<file path="config.mk">
export PLATFORM = sky130hd
export DESIGN_NAME = uop_queue
export DESIGN_NICKNAME = d
export VERILOG_FILES = /design/src/rtl/uop_queue.sv
export SDC_FILE = /design/constraint.sdc
export NUM_CORES = 1
export LEC_CHECK = 0
export ABC_AREA = 0
export ABC_CLOCK_PERIOD_IN_PS = 4200
export CAP_MARGIN = 0
export CELL_PAD_IN_SITES_DETAIL_PLACEMENT = 1
export CELL_PAD_IN_SITES_GLOBAL_PLACEMENT = 1
export CORE_UTILIZATION = 25
export CTS_CLUSTER_DIAMETER = 150
export DETAILED_ROUTE_END_ITERATION = 10
export PLACE_DENSITY = 0.42
export SYNTH_ARGS = -nofsm -noshare
export SYNTH_HDL_FRONTEND = slang
export SYNTH_SLANG_ARGS = --single-unit
</file>
<file path="constraint.sdc">
create_clock -name clk -period 4.2 [get_ports clk]
set_clock_uncertainty 0.05 [all_clocks]
set_input_delay 0.42 -clock clk [delete_from_list [all_inputs] [get_ports clk]]
set_output_delay 0.42 -clock clk [all_outputs]
set_load 0.02 [all_outputs]
</file>
<file path="src/rtl/uop_queue.sv">
// Circular microop FIFO between the microcode expander and decode_rename.
// Holds {uop, macro PC} entries and pops the head only on rename success.
module uop_queue #(
    parameter int DEPTH = 8,
    parameter int UOP_W = 24,
    parameter int PC_W  = 16,
    localparam int PTR_W = (DEPTH > 1) ? $clog2(DEPTH) : 1,
    localparam int CNT_W = $clog2(DEPTH + 1)
) (
    input  logic             clk,
    input  logic             rst,
    input  logic             flush,
    input  logic             in_valid,
    input  logic [UOP_W-1:0] in_uop,
    input  logic [PC_W-1:0]  in_pc,
    output logic             in_ready,
    output logic             out_valid,
    output logic [UOP_W-1:0] out_uop,
    output logic [PC_W-1:0]  out_pc,
    input  logic             out_accept,
    output logic [CNT_W-1:0] count
);

    logic [UOP_W-1:0] uop_mem [DEPTH];
    logic [PC_W-1:0]  pc_mem  [DEPTH];
    logic [PTR_W-1:0] head;
    logic [PTR_W-1:0] tail;
    logic             push;
    logic             pop;

    // Readiness looks only at the registered count, never at a same-cycle pop.
    assign in_ready  = (count != CNT_W'(DEPTH));
    assign out_valid = (count != '0);
    assign push      = in_valid & in_ready;
    assign pop       = out_accept & out_valid;

    assign out_uop = out_valid ? uop_mem[head] : '0;
    assign out_pc  = out_valid ? pc_mem[head]  : '0;

    always_ff @(posedge clk) begin
        if (rst || flush) begin
            head  <= '0;
            tail  <= '0;
            count <= '0;
        end else begin
            if (push) tail <= tail + PTR_W'(1);
            if (pop)  head <= head + PTR_W'(1);
            case ({push, pop})
                2'b10:   count <= count + CNT_W'(1);
                2'b01:   count <= count - CNT_W'(1);
                default: count <= count;
            endcase
        end
    end

    // Storage is data only: never cleared, written just on an accepted push.
    always_ff @(posedge clk) begin
        if (push && !rst && !flush) begin
            uop_mem[tail] <= in_uop;
            pc_mem[tail]  <= in_pc;
        end
    end

`ifndef SYNTHESIS
    a_in_stable : assert property (@(posedge clk) disable iff (rst)
        (in_valid && !in_ready) |=> (!in_valid || ($stable(in_uop) && $stable(in_pc))));
    a_count_max : assert property (@(posedge clk) disable iff (rst)
        count <= CNT_W'(DEPTH));
`endif

endmodule

</file>
# == Word-level counts from Yosys, hierarchy flattened ==
# Memories as Yosys holds them, arrays and structs flattened. A register that Yosys moved wholly into a read port is not among the register bits.
# Index checks and enable logic that the tools add are counted.
# op_classes
addsub,4
eq_ne,3
muxes,9
bitwise,2
n_reduce_logical,7
# ops
cell,count
2-to-1 mux 24 bit,1
2-to-1 mux 16 bit,1
2-to-1 mux 3 bit,4
one-hot mux 4 bit (2 select lines),1
adder 3 x 1 -> 3 bit (second input constant),2
adder 4 x 1 -> 4 bit (second input constant),1
inequality test 4 bit (second input constant),1
nonzero test 4 bit,1
subtractor 4 x 1 -> 4 bit (second input constant),1
AND 1 bit,2
== test 2 x 1 -> 1 bit (second input constant),1
== test 2 bit (second input constant),1
logical AND 1 bit,2
logical NOT 1 bit,2
2-to-1 mux 1 bit,2
nonzero test 2 bit,1
logical OR 1 bit,1
# word_totals
reg_bits,10
ram_bits,320
inputBits,45
out_inout_bits,46
word_cells,30
memories,2
# mem_list
name,depth,word_bits,read_ports,rd_ports_with_merged_regs,write_ports,line,rtl
uop_mem,8,24,1,1,1,24,logic [UOP_W-1:0] uop_mem [DEPTH];
pc_mem,8,16,1,1,1,25,logic [PC_W-1:0] pc_mem [DEPTH];

# == Logic depth before layout (Yosys ltp) ==
# Gate-level depths: netlist of the first run.
# logic_depth
ltp_word,6
depth_mapped,12
mapped_depth_nobuf,10

# == Worst setup path before layout of the first run ==
# OpenSTA, ideal clock, no wires.
# synth_timing
kind,reg-to-reg
start,register count[0]
end,"memory pc_mem[2][0], enable pin"
setup_time_ns,0.487
arrival_ns,3.822
t_required_ns,3.663
setup_slack_ns,-0.159
path_stages_with_launch,5
path_buffers,1
period_less_slack_ns,4.359
cell_sequence,dfxtp_1 > or4b_1 > buf_4 > nand4_1 > nor3_1
# synth_via
elab_chain_len,6
# synth_lines
item,line,rtl
from (decl),21,output logic [CNT_W-1:0] count
from (signal assigned),49,2'b10: count <= count + CNT_W'(1);
from (signal assigned),50,2'b01: count <= count - CNT_W'(1);
from (signal assigned),51,default: count <= count;
inequality test 4 bit,32,assign in_ready = (count != CNT_W'(DEPTH));
via in_ready,16,"output logic in_ready,"
AND 1 bit,34,assign push = in_valid & in_ready;
logical AND 1 bit (2 in series),58,if (push && !rst && !flush) begin
2-to-1 mux 1 bit,58,
2-to-1 mux 1 bit (implied by the code),60,pc_mem[tail] <= in_pc;
to (decl),25,
# The timed path passes the listed nets, and every way through them passes these cells.

==> run summary, run 1 <==
Max clock buf depth -> 3
I/O Pins -> 91
combinational power share -> 0.044
TritonCTS sink count -> 333
vias in the first global route -> 6896
RSZ-0062 raised after global routing -> false
dpl cell area -> 0.01464 mm2
CP Launch Type -> flip-flop
Critical Setup Path Class -> reg -> out
Worst setup EP type -> primary output
worst-margin pin slew -> 0.8380 ns
Synth warnings -> 0
root buffer cell -> clkbuf_16
GRT Total Usage -> 0.1193
clk_lat worst skew -> 0.52 ns
CP Data Arrival Time -> 3.04 ns
crit share post-route -> 0.8365
Final Net Count -> 754
f_max -> 284.6 MHz
asr flop ratio synth -> 0
# fillers -> 4979
min cycle time layout -> 3.513 ns
count of cell types in the netlist -> 36
total area of sequential cells -> 0.009881 mm2
Hold WC Path Type -> reg -> reg
die footprint -> 0.05215 mm2
largest family of logic cells by synthesized area -> multiplexers
Post-synth EDFFs -> 320
Synth Area in Compound Gates -> 0.003321
Required @ worst endpoint -> 3.73 ns
initial antenna violation count -> 3
Post-Synth Simple-Gate Area -> 0.02999
Internal -> 5.864 mW
Clock H-tree levels -> 2
First DRT Iteration DRCs -> 310
cell area power density -> 460.4 mW/mm2
post-layout instance area -> 0.01590 mm2
setup bufs post-CTS -> 0
DIE WIDTH -> 228.4 um
syn avg cell area -> 21.86 um2
Pre-antenna DRT Iters -> 4
worst IR drop on VDD -> 0.0002240 V
post-synthesis xor/xnor area fraction -> 0.004786
most common cell after layout, fill and taps aside -> edfxtp_1
sequential area share after synthesis -> 0.7705
height of the die -> 228.4 um
Hold Fails Final Rpt -> 0
layout cells sized above 1 -> 0.2346
CTS Buf Count -> 37
Net Sw Frac -> 0.1988
CTS tree -> done
fin. max-slew vios -> 0
core area -> 0.05038 mm2
Max-cap violations -> 0
Mapped Area -> 0.01281 mm2
clock slew at reported path FFs -> 0.06 ns
Pleak -> 4.737 nW
Routed WL -> 30.48 mm
# DRC -> 0
switching power -> 1.455 mW
Adder-Cell Fraction of Synth Area -> 0.004884
maximum fanout along the worst path -> 28
first-pass GRT wire length -> 45.48 mm
GR Overflow Total -> 0
PostCTS Resize Cnt -> 0
vias after detailed routing -> 6043
sequential power share -> 0.501
setup TNS -> 0 ns
most frequent cells in the layout -> edfxtp_1 (320), clkdlybuf4s50_1 (90), mux4_2 (80)
area of the multi-input gates -> 0.002835 mm2
status -> complete, no violations
drt wl/cell -> 21.74 um
Final setup viols -> 0
Mapped Cells -> 586
hpwl dp -> 16.75 mm
Post-Syn Nets -> 636
placer congestion estimate -> 0.6703
I/O Buffers -> 90
Primary FF master, synth -> edfxtp_1
mux contribution to synthesized area -> 0.1735
Vias/cell -> 4.310
pre-CTS setup slack -> 1.147 ns
Initial Utilization -> 0.2543
Tot Pwr -> 7.319 mW
Rows -> 82
Antenna Nets Post-Route -> 0
clock share of power -> 0.454
#FFs+latches synth -> 333
min setup slack post-route -> 0.6866 ns
Rel. slew slack -> 0.4414
largest net degree at the start of global routing -> 45
hold bufs inserted after CTS -> 0
P&R area growth vs syn -> 24.09%
layout make-up:
cell class                      count  area share
Sequential cell                   333      0.6216
Antenna cell                        1   0.0001574
Inverter                            1   0.0002361
Clock buffer                       47     0.06329
Clock inverter                     17     0.01527
Tap cell                          672     0.05290
Multi-Input combinational cell    220      0.1784
Timing Repair Buffer              111     0.06817
registers in the layout, summed over array words and instances (netlist names), named ones only:
| name | cells |
|---|---|
| tail | 3 |
| pc_mem | 128 |
| count | 4 |
| uop_mem | 192 |
| head | 3 |
cells in the mapped netlist (all sizes together) (2+ instances only):
cell,number,area (um2)
a21oi,3,18.77
buf,13,92.58
or3,2,17.52
mux4,80,1802
dfxtp,13,260.3
clkbuf,19,71.32
nand2b,2,12.51
mux2i,42,420.4
ha,5,62.56
nand4,2,12.51
nor3,2,15.01
nand2,4,22.52
o21ai,3,15.01
edfxtp,320,9609
xor2,6,52.55
nand3,4,25.02
nor2,56,210.2
critical path: stages, from the launching register on:
cell             delay, ns
dfxtp_4               0.76
buf_4                 0.36
mux4_2                0.52
mux2i_1               0.24
nor2_1                0.07
clkdlybuf4s50_1       0.55
per-stage QoR:
stage,std cells,utilization,hold slack (ns)
after floorplan,586,-,0.4281
after detailed placement,1337,0.2907,0.4512
after CTS,1401,0.3155,0.4603
after global routing,1401,0.3155,0.4911
after global placement,1337,0.2907,0.4465
final,1402,0.3155,0.4579
power groups by stage:
stage,Clock [mW],Sequential [mW],Combinational (mW)
floorplan,0,3.74,0.149
global placement,0,3.74,0.326
detailed placement,0,3.74,0.331
CTS,3.43,3.67,0.333
global route,3.53,3.67,0.351
finish,3.33,3.67,0.323
worst paths after layout:
kind	start	end	slack, ns	cells after the start
max	flip-flop	out_uop[2]	0.69	5
min	tail[1]$_SDFFE_PP0P_	tail[1]$_SDFFE_PP0P_	0.46	2
max reg2reg	count[1]$_SDFFE_PP0P_	pc_mem[7][10]$_DFFE_PP_	1.54	4
min reg2reg	tail[1]$_SDFFE_PP0P_	tail[1]$_SDFFE_PP0P_	0.46	2
cell families (layout without fill, tap and decap cells):
family,Yosys count,in the layout
xor+xnor,7,7
mux,122,122
simple gates,79,79
buf+inv,33,176
flops,333,333
fa+ha+maj,5,5
other cells,0,1
compound gates,7,7
routing by layer:
| layer | up-vias | GRT usage | wire [um] |
|---|---|---|---|
| li1 | 2643 | - | - |
| met1 | 3235 | 0.1600 | 13980 |
| met2 | 115 | 0.1952 | 14540 |
| met3 | 46 | 0.02620 | 1329 |
| met4 | 4 | 0.03146 | 595 |
| met5 | - | 0 | 31 |
No activity file was read; power rests on OpenSTA's default activity.
==> inputs of run 2 (changes only) <==
- ABC_CLOCK_PERIOD_IN_PS: 4200 -> 3050
- clock period: 4.2 -> 3.05 ns (I/O delays scaled with it)
==> run 2 against run 1 <==
Core utilization grew 0.24 points. Non-clock buffer count increased by 9. Register-to-register slack worse by 1.2 ns. Final area rose by 0.75%. Critical path type unchanged. Critical path depth did not move. Worst setup slack got worse by 0.61 ns. Combinational power increased by 40%. Sequential power grew 38%.
==> run summary, run 2 (synthesis results as in run 1) <==
CP Launch Type -> flip-flop
Top Metal Used -> met5
Vias/cell -> 4.257
Layout Cells excl Fill -> 1416
Rel. slew slack -> 0.6713
Metal-1 WL -> 13.88 mm
Pre-antenna DRT Iters -> 4
most frequent cells in the layout -> edfxtp_1 (320), mux4_2 (80), clkdlybuf4s50_1 (79)
most common cell after layout, fill and taps aside -> edfxtp_1
crit share post-route -> 0.9736
clock share of power -> 0.435
cell area power density -> 608.2 mW/mm2
initial antenna violation count -> 3
Max clock buf depth -> 3
Finished Core Util -> 0.3179
status -> complete, no violations
vias after detailed routing -> 6028
f_max -> 336.7 MHz
worst IR drop on VDD -> 0.0003580 V
setup TNS -> 0 ns
register bank with the most flops -> uop_mem
I/O Buffers -> 90
clk_lat worst skew -> 0.53 ns
hold bufs inserted after CTS -> 0
max reg flops -> 192
Antenna Nets Post-Route -> 0
root buffer cell -> clkbuf_16
area of the multi-input gates -> 0.002839 mm2
# DRC -> 0
GR Overflow Total -> 0
clock slew at reported path FFs -> 0.06 ns
dpl cell area -> 0.01482 mm2
Required @ worst endpoint -> 2.69 ns
Hold WC Path Type -> in -> reg
hold_sp -> flush
TritonCTS sink count -> 333
Pleak -> 4.930 nW
RSZ-0062 raised after global routing -> true
die footprint -> 0.05215 mm2
fin. max-slew vios -> 0
largest net degree at the start of global routing -> 41
Final setup viols -> 0
registers with the most flip-flops -> uop_mem (192), pc_mem (128), count (4)
min cycle time layout -> 2.970 ns
drt wl/cell -> 22.10 um
r2r setup slk -> 0.36 ns
Rows -> 82
Internal -> 7.722 mW
diode count -> 0
Max-cap violations -> 0
total area of sequential cells -> 0.009881 mm2
Critical Setup Path Class -> reg -> out
CTS tree -> done
Worst setup EP type -> primary output
Clock H-tree levels -> 2
DIE WIDTH -> 228.4 um
First DRT Iteration DRCs -> 370
Post-Place Cells -> 1345
# fillers -> 5006
P&R area growth vs syn -> 25.01%
height of the die -> 228.4 um
CP Data Arrival Time -> 2.61 ns
Net Sw Frac -> 0.2071
CTS Buf Count -> 40
FF-to-FF Start -> count[1]$_SDFFE_PP0P_
maximum fanout along the worst path -> 26
met3 wire length -> 1.318 mm
hpwl dp -> 18.19 mm
switching power -> 2.017 mW
sequential power share -> 0.518
Hold Fails Final Rpt -> 0
Initial Utilization -> 0.2543
worst-margin pin slew -> 0.4931 ns
vias in the first global route -> 6921
combinational power share -> 0.046
layout cells sized above 1 -> 0.2366
Final Net Count -> 766
I/O Pins -> 91
placer congestion estimate -> 0.6751
first-pass GRT wire length -> 46.71 mm
core area -> 0.05038 mm2
post-layout instance area -> 0.01601 mm2
Routed WL -> 31.29 mm
WL met2 -> 15.39 mm
GRT Total Usage -> 0.1229
-- run 2: cell types whose count changed in the layout (fill, tap and decap cells not counted), moves of 2 or more --
cell,previous run,this run
clkdlybuf4s50_1,90,79
buf_12,2,10
clkbuf_1,8,16
dlymetal6s2s_1,0,8
bufinv_16,6,0
clkinv_1,4,7
dlygate4sd2_1,0,3
buf_4,19,17
clkbuf_16,39,41
clkinv_2,3,5
clkinvlp_4,2,0
-- run 2: cell type report --
type / instances / area share
multi-input cells: 220 / 0.1773
repair buffers: 120 / 0.08110
inverters: 1 / 0.0002344
flip-flops and latches: 333 / 0.6170
clock buffers: 58 / 0.06868
well taps: 672 / 0.05250
clock inverters: 12 / 0.003203
-- run 2: worst paths after layout --
path / endpoint / depth (start not counted)
max: out_pc[11] / 5
min reg2reg: tail[1]$_SDFFE_PP0P_ / 2
min: count[3]$_SDFFE_PP0P_ / 4
max reg2reg: count[2]$_SDFFE_PP0P_ / 9
-- run 2: power by group through the flow --
| stage | clock network [mW] | logic [mW] | registers (mW) |
|---|---|---|---|
| final | 4.24 | 0.453 | 5.05 |
| after global routing | 4.56 | 0.490 | 5.05 |
| after CTS | 4.41 | 0.467 | 5.05 |
| after detailed placement | 0 | 0.465 | 5.14 |
| after global placement | 0 | 0.456 | 5.14 |
| after floorplan | 0 | 0.205 | 5.15 |
-- run 2: worst max-delay path, stage by stage, from the launching register on --
cell and delay (ns):
dfxtp_4 0.40, buf_12 0.25, mux4_2 0.54, mux2i_2 0.24
nor2_1 0.07, clkdlybuf4s50_1 0.56
-- run 2: routing by layer --
layer | vias up | GRT usage
li1 | 2671 | -
met1 | 3193 | 0.1572
met2 | 107 | 0.2046
met3 | 51 | 0.02944
met4 | 6 | 0.04027
met5 | - | 0
-- run 2: repair_timing --
action / CTS / global route
setup endpoints to repair: 19 / 14
buffers inserted: 1 / 0
gates resized for setup: 6 / 8
-- run 2: through the flow --
stage / hold slack [ns] / total power, mW / worst slack [ns]
2_1_floorplan: 0.3539 / 5.350 / -0.4925
3_3_place_gp: 0.4652 / 5.598 / 0.4690
3_5_place_dp: 0.4537 / 5.609 / 0.3516
4_1_cts: 0.4110 / 9.930 / -0.005644
5_1_grt: 0.4595 / 10.10 / -0.05114
6_report: 0.4372 / 9.739 / 0.08038
